**src/rtl/countdown_pkg.sv**
```systemverilog
// Shared types and constants for the countdown controller.
package countdown_pkg;

  // Default width of the count and load value
  localparam int DW_DEFAULT = 8;

  // Controller states; the encoding is visible on state_o for debug
  typedef enum logic [1:0] {
    ST_IDLE = 2'd0,
    ST_RUN  = 2'd1,
    ST_HOLD = 2'd2,
    ST_DONE = 2'd3
  } state_t;

endpackage

```
**src/rtl/down_cnt_core.sv**
```systemverilog
// Loadable down counter that never wraps below zero.
// Priority: clr, then load, then dec.
module down_cnt_core #(
  parameter int DW = 8
) (
  input  logic          clk,
  input  logic          reset,
  input  logic          load,
  input  logic [DW-1:0] load_val,
  input  logic          dec,
  input  logic          clr,
  output logic [DW-1:0] count
);

  logic [DW-1:0] count_reg;

  // Counter register: clear, load or saturating decrement
  always_ff @(posedge clk or negedge reset) begin
    if (!reset) begin
      count_reg <= '0;
    end else if (clr) begin
      count_reg <= '0;
    end else if (load) begin
      count_reg <= load_val;
    end else if (dec && (count_reg != '0)) begin
      count_reg <= count_reg - DW'(1);
    end
  end

  assign count = count_reg;

endmodule

```
**src/rtl/countdown_ctrl.sv**
```systemverilog
// Countdown controller: IDLE/RUN/HOLD/DONE FSM with pause, abort and
// auto-reload. The count itself lives in down_cnt_core; this module owns
// the FSM and the reload register.
module countdown_ctrl
  import countdown_pkg::*;
#(
  parameter int DW = DW_DEFAULT
) (
  input  logic          clk,
  input  logic          reset,
  input  logic          start,
  input  logic [DW-1:0] load_val,
  input  logic          tick,
  input  logic          pause,
  input  logic          abort,
  input  logic          reload_en,
  output logic [DW-1:0] count,
  output logic          busy,
  output logic          done,
  output logic [1:0]    state_o
);

  state_t        state_reg;
  state_t        state_next;
  logic [DW-1:0] reload_reg;

  logic          cnt_load;
  logic          cnt_dec;
  logic          cnt_clr;
  logic [DW-1:0] cnt_load_val;
  logic          reload_capture;
  logic          count_le_one;
  logic          reload_nonzero;

  // A tick at count 1 (or the unreachable count 0) ends the run
  assign count_le_one   = (count <= DW'(1));
  assign reload_nonzero = (reload_reg != '0);

  down_cnt_core #(
    .DW(DW)
  ) u_core (
    .clk      (clk),
    .reset    (reset),
    .load     (cnt_load),
    .load_val (cnt_load_val),
    .dec      (cnt_dec),
    .clr      (cnt_clr),
    .count    (count)
  );

  // State register
  always_ff @(posedge clk or negedge reset) begin
    if (!reset) begin
      state_reg <= ST_IDLE;
    end else begin
      state_reg <= state_next;
    end
  end

  // Reload register: captures the start value whenever a start is honoured
  always_ff @(posedge clk or negedge reset) begin
    if (!reset) begin
      reload_reg <= '0;
    end else if (reload_capture) begin
      reload_reg <= load_val;
    end
  end

  // Next-state logic; abort beats pause beats tick
  always_comb begin
    state_next = state_reg;
    unique case (state_reg)
      ST_IDLE: begin
        if (start) begin
          state_next = (load_val != '0) ? ST_RUN : ST_DONE;
        end
      end
      ST_RUN: begin
        if (abort) begin
          state_next = ST_IDLE;
        end else if (pause) begin
          state_next = ST_HOLD;
        end else if (tick && count_le_one) begin
          state_next = ST_DONE;
        end
      end
      ST_HOLD: begin
        if (abort) begin
          state_next = ST_IDLE;
        end else if (!pause) begin
          state_next = ST_RUN;
        end
      end
      ST_DONE: begin
        if (!abort && reload_en && reload_nonzero) begin
          state_next = ST_RUN;
        end else begin
          state_next = ST_IDLE;
        end
      end
      default: state_next = ST_IDLE;
    endcase
  end

  // Output logic: counter controls, reload capture and status flags
  always_comb begin
    cnt_load       = 1'b0;
    cnt_dec        = 1'b0;
    cnt_clr        = 1'b0;
    cnt_load_val   = load_val;
    reload_capture = 1'b0;
    unique case (state_reg)
      ST_IDLE: begin
        if (start) begin
          cnt_load       = 1'b1;
          reload_capture = 1'b1;
        end
      end
      ST_RUN: begin
        if (abort) begin
          cnt_clr = 1'b1;
        end else if (!pause && tick) begin
          cnt_dec = 1'b1;
        end
      end
      ST_HOLD: begin
        // Ticks are dropped while holding and on the exit cycle
        if (abort) begin
          cnt_clr = 1'b1;
        end
      end
      ST_DONE: begin
        if (!abort && reload_en && reload_nonzero) begin
          cnt_load     = 1'b1;
          cnt_load_val = reload_reg;
        end
      end
      default: begin
        cnt_clr = 1'b1;
      end
    endcase
  end

  assign busy    = (state_reg != ST_IDLE);
  assign done    = (state_reg == ST_DONE);
  assign state_o = state_reg;

endmodule

```
**config.mk**
```make
export PLATFORM = sky130hd
export DESIGN_NAME = countdown_ctrl
export DESIGN_NICKNAME = d
export VERILOG_FILES = /design/src/rtl/countdown_pkg.sv /design/src/rtl/down_cnt_core.sv /design/src/rtl/countdown_ctrl.sv
export SDC_FILE = /design/constraint.sdc
export NUM_CORES = 1
export LEC_CHECK = 0
export CAP_MARGIN = 20
export CORE_MARGIN = 8
export CORE_UTILIZATION = 50
export CTS_BUF_LIST = sky130_fd_sc_hd__clkbuf_16
export DETAILED_ROUTE_END_ITERATION = 8
export PLACE_DENSITY = 0.79
export SYNTH_ARGS = -nofsm -noshare
export SYNTH_HDL_FRONTEND = slang
export SYNTH_HIERARCHICAL = 1
export SYNTH_SLANG_ARGS = --single-unit
```
**constraint.sdc**
```tcl
create_clock -name clk -period 3.8 [get_ports clk]
set_input_delay 0.38 -clock clk [delete_from_list [all_inputs] [get_ports clk]]
set_output_delay 0.38 -clock clk [all_outputs]
set_load 0.01 [all_outputs]
```
# --- Yosys cells after proc, flatten, opt, wreduce, memory -nomap -nowiden ---
# Index checks and enable logic that the tools add are counted.
classes:
  add_sub_neg: 1
  order_cmp: 1
  eq_ne: 6
  mux: 23
  reduce_logical: 15
ops:
  columns: ["op", "n"]
  rows:
  - ["$mux 8", 5]
  - ["$reduce_bool 8->1", 3]
  - ["$mux 2", 7]
  - ["$mux 1", 9]
  - ["$le 8x1->1 const B", 1]
  - ["$pmux 2 s4", 1]
  - ["$sub 8x1->8 const B", 1]
  - ["$logic_and 1x1->1", 5]
  - ["$eq 2x2->1 const B", 2]
  - ["$ne 4x4->1 const B", 1]
  - ["$ne 3x3->1 const B", 1]
  - ["$reduce_and 3->1", 1]
  - ["$reduce_bool 3->1", 1]
  - ["$eq 2x1->1 const B", 1]
  - ["$logic_not 1->1", 2]
  - ["$logic_not 2->1", 1]
  - ["$ne 2x2->1 const B", 1]
  - ["$pmux 1 s2", 1]
  - ["$reduce_bool 2->1", 1]
  - ["$reduce_or 2->1", 1]
totals:
  reg_bits: 18
  input_bits: 15
  elab_cells: 49

# --- Longest topological paths before layout ---
logic_depth:
  depth_word: 9
  mapped_depth: 9
  ltp_nobuf: 8

# --- By module ---
# The synthesis kept the hierarchy.
modules_own_cells:
  columns: ["mod", "instances", "cells_each", "area_each_um2", "seq_area_each_um2"]
  rows:
  - ["countdown_ctrl", 1, 60, 690.7, 250.2]
  - ["down_cnt_core", 1, 65, 586.8, 200.2]

# --- Worst setup path after synthesis ---
# Ideal clock, no wire load.
synth_path:
  path_type: "register -> register"
  startpoint: "reg state_reg[1] (netlist: state_o[1])"
  endpoint: "reg u_core.count_reg[5] (netlist: u_core/count[5])"
  setup_ns: 0.099
  arrival_time_ns: 2.248
  path_slack_ns: 1.453
  path_stages_with_launch: 9
  path_buffers: 1
  path_cell_list: "dfrtp_1 > inv_1 > ha_1 > inv_1 > nor4b_1 > buf_4 > or3b_1 > or4_1 > a311oi_1"
synth_between:
  elab_chain_cells: 4
  word_cells_on_any_way: 13
synth_lines:
  columns: ["element", "line", "text"]
  rows:
  - ["start, declared", "countdown_ctrl.sv:23", "state_t state_reg;"]
  - ["start signal, assigned", "countdown_ctrl.sv:56", "state_reg <= state_next;"]
  - ["$eq 2x1->1", "countdown_ctrl.sv:112", "unique case (state_reg)"]
  - ["$mux 1", "countdown_ctrl.sv:112", null]
  - ["net cnt_dec", "countdown_ctrl.sv:28", "logic cnt_dec;"]
  - ["$logic_and 1x1->1", "down_cnt_core.sv:25", "end else if (dec && (count_reg != '0)) begin"]
  - ["$reduce_bool 3->1 (no line)", null, null]
  - ["end signal, assigned", "down_cnt_core.sv:24", "count_reg <= load_val;"]
  - ["end signal, assigned", "down_cnt_core.sv:26", "count_reg <= count_reg - DW'(1);"]
  - ["end, declared", "down_cnt_core.sv:15", "logic [DW-1:0] count_reg;"]
# The timed path passes the listed nets, and every way through them passes these cells.
# A chain may end at the register's enable or synchronous reset.

# --- Worst setup path after layout ---
layout_path:
  startpoint: "reg state_reg[1] (netlist: state_o[1])"
  endpoint: "reg u_core.count_reg[7] (netlist: u_core/count[7])"
# Same word-level chain as after synthesis.

==> summary.txt <==
Critical path
  • Kind of capture point of the worst setup path: register
  • Type of element launching the critical path: register
  • Capturing point of the worst reg2reg path: u_core/count[7]
  • Data arrival at the endpoint of the critical path: 2.72 ns
  • R2R depth: 8
  • Startpoint of the most critical register-to-register path: state_o[1]
  • CP Data Required Time: 3.91 ns
  • Max FO, Critical Path: 9
  • Worst setup endpoint: u_core/count[7]
  • Worst-case register-to-register setup slack: between 1 and 1.5 ns
  • Crit Path Class: reg2reg
  • Worst setup path start: state_o[1]

Synthesis
  • Number of distinct library cells after synthesis: 41
  • Number of warnings reported in the yosys synthesis log: 6
  • Count of flip-flops with a built-in enable after synthesis: 0
  • Syn avg cell area: 10.22 µm²
  • Top flip-flop cell by instance count after synthesis: dfrtp_1
  • Share of synthesized registers carrying an async set or reset: 100.0%
  • Synth Instances: 125
  • Synth Net Count: 147
  • Register area share after synthesis: approximately a third
  • Cell area after technology mapping: roughly 1300 µm²
  • Synthesis-stage register bit count: 18

Place
  • Final GP Congestion: about 0.88
  • Quantity of I/O buffers inserted on ports: 26
  • Cell area after placement: 1546 µm²
  • Final HPWL from detailed placement: 2418 µm

GRT
  • Total congestion overflow after global routing: 0
  • Global-route wire length before repair: 5319 µm
  • Global-route layer with the greatest usage: met2
  • Met3 capacity usage during global routing: 3.188%
  • All-Layer GR Usage: 15.48%
  • Met2 global-route usage: 26.40%
  • Met1 track utilization from global routing: 18.26%
  • Via count of the first global-routing pass: around 1100
  • Antenna violations before repair: 0
  • Pin count of the biggest net entering global routing: 19

STA
  • Setup skew after layout: 0.002669 ns
  • Clock period minus worst slack: 2.611 ns
  • Max_slew headroom: 47.94%
  • Final-report setup violation count: 0
  • Final-layout setup total negative slack: 0 ns
  • Worst Max-Slew Pin Slew: 0.7785 ns
  • Share of the clock period used by the worst path after layout: approximately 69%
  • RSZ-0062 raised after global routing: false
  • Final hold viol count: 0
  • Max-slew violation count: 0
  • Maximum clock rate: 383.0 MHz

Die
  • Effective utilization at floorplan: 52.04%
  • Full die area: approximately 4400 µm²
  • Number of top-level pins: 27
  • Vertical die dimension: 66.55 µm
  • Die extent in x: ~67 µm
  • Count of standard-cell rows: 18
  • Core Footprint: about 2500 µm²

Power
  • Power density relative to cell area: 704.1 nW/µm²
  • Flop pwr share: 33.1%
  • Internal Pwr Total: just under 0.0007 W
  • Part of the power in the clock network: 18.2%
  • Power dissipated by switching net loads: roughly 0.00045 W
  • Leakage power of the design: 0.6232 nW
  • Worst ir drop on vdd: a little under 0.0004 V
  • Switch share: between 30% and 40%
  • Power Total: 0.001144 W
  • Logic gate share of total power: 48.6%

CTS
  • Reg clk slew, reported paths: 0.05 ns
  • Root buffer selected by CTS: clkbuf_16
  • Hold bufs inserted after CTS: 0
  • Skew-Pair Late Insertion Delay: 0.25 ns
  • Total clock buffers created by CTS: 3
  • Number of buffers on the longest clock path: 2
  • Total setup buffers inserted after CTS: 0
  • Number of cells upsized or downsized after cts: 0
  • CTS tree: yes
  • H-tree levels: 1
  • Total number of clock tree sinks: 18

Hold path
  • Path type of the worst min-delay path: reg2reg

Finish
  • Layout net count: 175
  • Post-route core utilization: 66.21%
  • Area of all placed cells without fillers: ~1600 µm²
  • Antenna Diode Count: 0
  • Fraction of layout instances using a drive strength above 1: 16.45%
  • Area growth from synthesis to layout: 27.23%

Route
  • Average routed wire per standard cell: 18.04 µm
  • DR vias/cell: slightly above 6
  • Post-route ant nets: 0
  • Number of DRC violations after detailed routing: 0
  • Vias after detailed routing: 1117
  • Total Routed Length: 3284 µm
  • DR pass1 iterations: 4
  • Initial DRC count: 97

Run status
  • Outcome: completed

Flow run
  • Max-cap viol count: 0
## synthesized netlist by cell type, drive strengths merged (2+ instances only)
cell type	number	area [µm²]
buf	2	18.77
mux2	16	180.2
inv	11	41.29
dfrtp	18	450.4
or3	4	30.03
nand2	7	26.28
a221oi	2	17.52
nor4b	3	26.28
nand3b	2	15.01
o2111ai	2	17.52
ha	7	87.58
nor3	3	15.01
a311oi	2	17.52
a2111oi	2	18.77
nor2	6	22.52
o211ai	4	30.03
clkbuf	2	17.51
o21ai	3	15.01
a21oi	4	20.02
nor4	7	56.30
or4	2	15.01
mux2i	2	20.02
## critical path, cell delays in order, from the launching register on
cell and delay, ns:
dfrtp_1 0.40, inv_1 0.14, ha_1 0.20, inv_1 0.08, nor4b_1 0.30, buf_4 0.22, or3b_1 0.43, or3_1 0.33
a2111oi_1 0.37
## layer usage
layer  wire length (µm)  part of all wire, %
met1               1359                   41
met3                237                  7.2
met5                  0                    0
met4                 63                  1.9
met2               1623                   49
## how the worst min path moves through the flow
| stage | start | end | depth (start not counted) |
|---|---|---|---|
| after floorplan | reset | reload_reg[0] | 0 |
| after global placement | reload_reg[6] | reload_reg[6] | 1 |
| after detailed placement | reload_reg[0] | reload_reg[0] | 1 |
| after CTS | reload_reg[0] | reload_reg[0] | 1 |
| after global routing | reload_reg[3] | reload_reg[3] | 1 |
| final | reload_reg[0] | reload_reg[0] | 1 |
## kinds of logic (layout without fill, tap and decap cells)
group	Yosys count	in the layout	share of synthesized area, %
fa+ha+maj	7	7	6.856
buf+inv	15	42	6.072
simple gates	42	42	20.86
compound gates	25	25	15.28
flops	18	18	35.26
mux	18	18	15.67
## final cells by class
cell class,instances,area [µm²]
inverter,11,41.29
fill,196,829.5
timing repair buffer,27,267.8
multi-input combinational,92,749.5
tap,30,37.54
clock inverter,1,3.754
clock buffer,3,75.07
sequential,18,450.4
## power by group through the flow
stage                     Combinational, W  Sequential, W  Clock, W
after floorplan                   0.000367       0.000369         0
after global placement            0.000532       0.000371         0
after detailed placement          0.000546       0.000378         0
after CTS                         0.000551       0.000377  0.000213
after global routing              0.000598       0.000393  0.000223
final                             0.000557       0.000379  0.000209
## cells in the final DEF (no fill, tap or decap), types with 4 or more instances in the layout
| master | Yosys | layout |
|---|---|---|
| clkdlybuf4s50_1 | 0 | 26 |
| nor2_1 | 6 | 6 |
| inv_1 | 11 | 11 |
| ha_1 | 7 | 7 |
| o211ai_1 | 4 | 4 |
| mux2_2 | 16 | 16 |
| nand2_1 | 7 | 7 |
| nor4_1 | 5 | 5 |
| a21oi_1 | 4 | 4 |
| dfrtp_1 | 18 | 18 |
## stage by stage
stage	hold WS, ns	instances	worst slack [ns]
after floorplan	0.08441	125	1.453
after global placement	0.5381	178	1.127
after detailed placement	0.5492	178	1.024
after CTS	0.5594	182	1.177
after global routing	0.5861	182	0.9914
final	0.5634	182	1.189
Note: power is estimated with default switching activity, not from simulation.
